## src/rtl/alu_mp_seq.sv

```systemverilog
// Multi-precision sequencer for the shared 8-bit ALU: runs one NBYTES-wide
// operation as back-to-back byte slices, LSB first, chaining the carry.
module alu_mp_seq #(
    parameter int NBYTES = 4
) (
    input  logic                  clk,
    input  logic                  rst,
    input  logic                  start,
    input  logic [2:0]            op,
    input  logic [8*NBYTES-1:0]   opa,
    input  logic [8*NBYTES-1:0]   opb,
    input  logic                  cin,
    output logic                  ready,
    output logic                  done,
    output logic [8*NBYTES-1:0]   result,
    output logic                  cout,
    output logic                  zero,
    output logic [2:0]            alu_oper,
    output logic [7:0]            alu_a,
    output logic [7:0]            alu_b,
    output logic                  alu_c_in,
    input  logic                  alu_c_out,
    input  logic [7:0]            alu_sum
);

    localparam int W    = 8 * NBYTES;
    localparam int IDXW = (NBYTES > 1) ? $clog2(NBYTES) : 1;
    localparam logic [IDXW-1:0] LAST_IDX = IDXW'(NBYTES - 1);

    typedef enum logic [1:0] {IDLE, RUN, DONE} state_t;

    state_t            state, state_next;
    logic [IDXW-1:0]   idx;
    logic [IDXW+2:0]   bit_base;
    logic [2:0]        op_q;
    logic [W-1:0]      opa_q, opb_q;
    logic              cin_q;
    logic              carry_q;
    logic [W-1:0]      next_result;
    logic              last_slice;

    assign bit_base   = {idx, 3'b000};
    assign last_slice = (idx == LAST_IDX);

    always_ff @(posedge clk or posedge rst) begin
        if (rst) begin
            state <= IDLE;
        end else begin
            state <= state_next;
        end
    end

    always_comb begin
        state_next = state;
        case (state)
            IDLE:    if (start) state_next = RUN;
            RUN:     if (last_slice) state_next = DONE;
            DONE:    state_next = IDLE;
            default: state_next = IDLE;
        endcase
    end

    // Slice idx+1 and up get the previous slice's carry; 010 pre-inverts it
    // because the ALU inverts c_in for b-a, and logic ops get no carry.
    always_comb begin
        ready    = (state == IDLE);
        done     = (state == DONE);
        alu_oper = 3'b000;
        alu_a    = 8'h00;
        alu_b    = 8'h00;
        alu_c_in = 1'b0;
        if (state == RUN) begin
            alu_oper = op_q;
            alu_a    = opa_q[bit_base +: 8];
            alu_b    = opb_q[bit_base +: 8];
            if (idx == '0) begin
                alu_c_in = cin_q;
            end else begin
                case (op_q)
                    3'b000, 3'b001: alu_c_in = carry_q;
                    3'b010:         alu_c_in = ~carry_q;
                    default:        alu_c_in = 1'b0;
                endcase
            end
        end
    end

    always_comb begin
        next_result                = result;
        next_result[bit_base +: 8] = alu_sum;
    end

    always_ff @(posedge clk or posedge rst) begin
        if (rst) begin
            idx     <= '0;
            op_q    <= 3'b000;
            opa_q   <= '0;
            opb_q   <= '0;
            cin_q   <= 1'b0;
            carry_q <= 1'b0;
            result  <= '0;
            cout    <= 1'b0;
            zero    <= 1'b1;
        end else begin
            case (state)
                IDLE: begin
                    if (start) begin
                        op_q  <= op;
                        opa_q <= opa;
                        opb_q <= opb;
                        cin_q <= cin;
                        idx   <= '0;
                    end
                end
                RUN: begin
                    result  <= next_result;
                    carry_q <= alu_c_out;
                    if (last_slice) begin
                        idx  <= '0;
                        cout <= alu_c_out;
                        zero <= (next_result == '0);
                    end else begin
                        idx <= idx + 1'b1;
                    end
                end
                default: ;
            endcase
        end
    end

endmodule

```

## config.mk

```make
export PLATFORM = sky130hd
export DESIGN_NAME = alu_mp_seq
export DESIGN_NICKNAME = d
export VERILOG_FILES = /design/src/rtl/alu_mp_seq.sv
export SDC_FILE = /design/constraint.sdc
export NUM_CORES = 1
export LEC_CHECK = 0
export CAP_MARGIN = 0
export CELL_PAD_IN_SITES_DETAIL_PLACEMENT = 0
export CELL_PAD_IN_SITES_GLOBAL_PLACEMENT = 1
export CORE_ASPECT_RATIO = 0.75
export CORE_MARGIN = 4
export CORE_UTILIZATION = 35
export CTS_BUF_LIST = sky130_fd_sc_hd__clkbuf_4 sky130_fd_sc_hd__clkbuf_8
export CTS_CLUSTER_SIZE = 40
export DETAILED_ROUTE_END_ITERATION = 16
export PLACE_DENSITY = 0.8
export SLEW_MARGIN = 20
export SYNTH_ARGS = -nofsm -noshare
export SYNTH_HDL_FRONTEND = slang
export SYNTH_SLANG_ARGS = --single-unit
```

## constraint.sdc

```tcl
create_clock -name clk -period 10.2 [get_ports clk]
set_input_delay 2.55 -clock clk [delete_from_list [all_inputs] [get_ports clk]]
set_output_delay 2.55 -clock clk [all_outputs]
set_load 0.01 [all_outputs]
```

==> flow_summary_export.csv <==
group,metric,value,unit
sta,finalCritPeriodShare,52.42,%
synth,synthCells,489,
cts,clock-sinks,107,
global_route,antenna_found_initial,0,
route,ant_nets,0,
worst_setup_path,max_stage_delay,0.98,ns
cts,postCtsResizedCells,0,
route,totalWireLength,12760,µm
power,peakVddDrop,0.08280,mV
sta,rsz0062_at_grt,"no",
worst_setup_path,cp_cell_sequence,"inv_1 -> ha_1 -> nor3_1 -> a21oi_1 -> nor2_1 -> clkdlybuf4s50_1",
worst_hold_path,hold_depth,2,
synth,seq_area_frac_synth,55.22,%
synth,synth_edf_count,0,
power,power_density,296.8,nW/µm²
worst_setup_path,worst_r2r_path_depth,7,
cts,worstSkewPairLatency,0.38,ns
worst_setup_path,worstReg2RegEnd,"zero",
worst_setup_path,path_class,"flip-flop to output port",
floorplanning,core_area,13290,µm²
worst_setup_path,worstSetupStartpointType,"flip-flop",
route,drt_iter0_markers,220,
layout,area_growth_syn_to_layout,35.18,%
worst_hold_path,hold_class,"flip-flop to flip-flop",
place,hpwlAfterDp,9187,µm
place,io_buffers,135,
place,gp_congestion,0.8104,
cts,cts_max_path_buffers,2,
cts,path_clk_slew,0.09,ns
floorplanning,dieArea,15830,µm²
global_route,grt_pass1_vias,4154,
worst_setup_path,crit_path_top_delay_cell,"dfrtp_1",
sta,whs,0.4777,ns
synth,syn_area_per_cell,9.920,µm²
worst_hold_path,hp-start,"opb_q[19]",
synth,synth-main-ff-cell,"dfrtp_1",
synth,synth_area_leaders,"dfrtp_1 (55%), nand2_1 (17%), mux4_2 (7.4%), a22o_1 (4.9%), and2_1 (2.7%)",
cts,cts_setup_buffers,0,
global_route,grt_usage,17.09,%
layout,drive_gt1_share,8.738,%
worst_setup_path,cp-startpoint,"idx[1]",
route,vias,3892,
sta,fmaxAchievable,187.0,MHz
outcome,outcome,"finished clean",
synth,synth_adder_area_share,1.548,%
synth,synth_area,4851,µm²
synth,synth-xor-area-share,0,%
global_route,grt_max_degree,70,
global_route,grt-ovfl-total,0,
synth,yosysUniqueCellTypes,42,
route,firstDrtPassIters,4,
sta,worst_slew_pin_slew,0.9614,ns
synth,synth_compound_area_share,8.202,%
cts,cts_hold_buf,0,
worst_setup_path,crit_arrival,2.80,ns
place,dp_worst_setup_slack,5.253,ns
route,wl_per_cell,16.17,µm
synth,yosys_warnings,0,
floorplanning,num_rows,36,
flow_run,drv_cap,0,
sta,finalHoldViolCount,0,
sta,post-route-min-period,5.347,ns
sta,finalSetupViolCount,0,
sta,slew_viol_final,0,
synth,synthMuxAreaShare,7.867,%
synth,synth_top_family_by_area,"simple AND/OR/NAND/NOR gates",
worst_setup_path,rr_startpoint,"idx[1]",
route,drcViolationCount,0,
sta,finalSetupTns,0,ns
cts,htreeDepth,3,
floorplanning,io_pins,136,
synth,synthSimpleGateAreaFrac,24.40,%
synth,netlist.area_leader.share,54.68,%
layout,diodes,0,
sta,skew,0.009115,ns
floorplanning,start_util,36.51,%
synth,ys_ff_latch,107,
worst_setup_path,end_kind,"output port",
worst_setup_path,required,7.65,ns
synth,synthArstFlopShare,100.0,%
sta,timing.slew.headroom,35.90,%
floorplanning,die_w,143.9,µm
global_route,grt_first_pass_wirelength,21080,µm
synth,synth_nets,575,
route,avgViaCountPerCell,4.933,
sta,fin_ws,4.853,ns
cts,cts_root_buffer,"clkbuf_8",
worst_setup_path,cp_max_fo,20,
cts,cts_tree,"yes",
layout,nets,699,
power,p_leak,0.003072,µW
synth,yosysTopAreaCell,"dfrtp_1",
worst_setup_path,rrSetupSlack,7.40,ns
floorplanning,die_h,110.0,µm
cts,cts_inserted_buffers,9,
worst_setup_path,worstSetupEndpoint,"alu_c_in",
==> cells by family after synthesis <==
kind of cell,after synthesis
simple gates,277
fa+ha+maj,6
buf+inv,31
mux,18
compound gates,50
flops,107
==> cells in the mapped netlist, types with 3 or more instances <==
cell	number
nor2_1	10
and2_1	21
nor2b_1	3
nor4_1	4
buf_2	5
a22o_2	4
nor3_1	6
a21oi_1	8
mux4_2	16
nand2_1	218
inv_1	5
dfrtp_1	106
clkbuf_1	18
ha_1	6
a22o_1	27
==> metal layers <==
| layer | global-route usage [%] | routed length (µm) | vias to the layer above |
|---|---|---|---|
| met2 | 26.26 | 5692 | 123 |
| met4 | 4.032 | 141 | 0 |
| li1 | - | - | 1880 |
| met5 | 0 | 0 | - |
| met3 | 6.478 | 1029 | 15 |
| met1 | 23.07 | 5898 | 1874 |
==> worst min-delay path by stage <==
stage | end
after global placement | opb_q[17]
after global routing | opb_q[17]
after floorplan | opa_q[16]
after detailed placement | opa_q[19]
final | opb_q[19]
after CTS | opa_q[19]
==> final cells by class <==
| class | instances | area, µm² |
|---|---|---|
| timing repair buffer | 139 | 1381 |
| multi-input combinational | 351 | 2044 |
| tap | 171 | 214.0 |
| inverter | 5 | 21.27 |
| clock inverter | 5 | 77.57 |
| fill | 1237 | 6730 |
| sequential | 107 | 2680 |
| clock buffer | 11 | 138.9 |
==> critical path, delay by kind of cell, from the launching register on <==
kind | cells | cell delay, ns
flip-flops | 1 | 0.98
buffers and inverters | 2 | 0.79
adder cells (fa/ha/maj) | 1 | 0.31
AND/OR/NAND/NOR | 2 | 0.27
AO/OA/AOI/OAI | 1 | 0.06
==> through the flow <==
stage	cells	instance area, µm²	power, µW	util (%)
after detailed placement	773	6341	1679	47.72
after CTS	789	6558	1967	49.35
final	789	6558	1946	49.35
after floorplan	489	4851	1288	-
after global routing	789	6558	2108	49.35
after global placement	773	6341	1656	47.72
==> flip-flops by register name, summed over array words and instances (netlist names) <==
name / cells
opa_q: 32
opb_q: 32
result: 32
op_q: 3
idx: 2
state: 2
carry_q: 1
cin_q: 1
cout: 1
zero: 1
==> power breakdown <==
| part | total (µW) | internal, µW | switching [µW] |
|---|---|---|---|
| combinational | 898 | 482 | 416 |
| sequential | 765 | 611 | 154 |
| clock | 284 | 143 | 141 |
==> placed cells by master, fill, tap and decap left out, types with 6 or more instances in the layout <==
cell,Yosys,final
mux4_2,16,16
clkdlybuf4s50_1,0,135
nor3_1,6,6
and2_1,21,20
nor2_1,10,10
nand2_1,218,217
dfrtp_1,106,105
a21oi_1,8,8
a22o_1,27,27
ha_1,6,6
clkbuf_8,0,9
(Power assumes the default switching activity.)
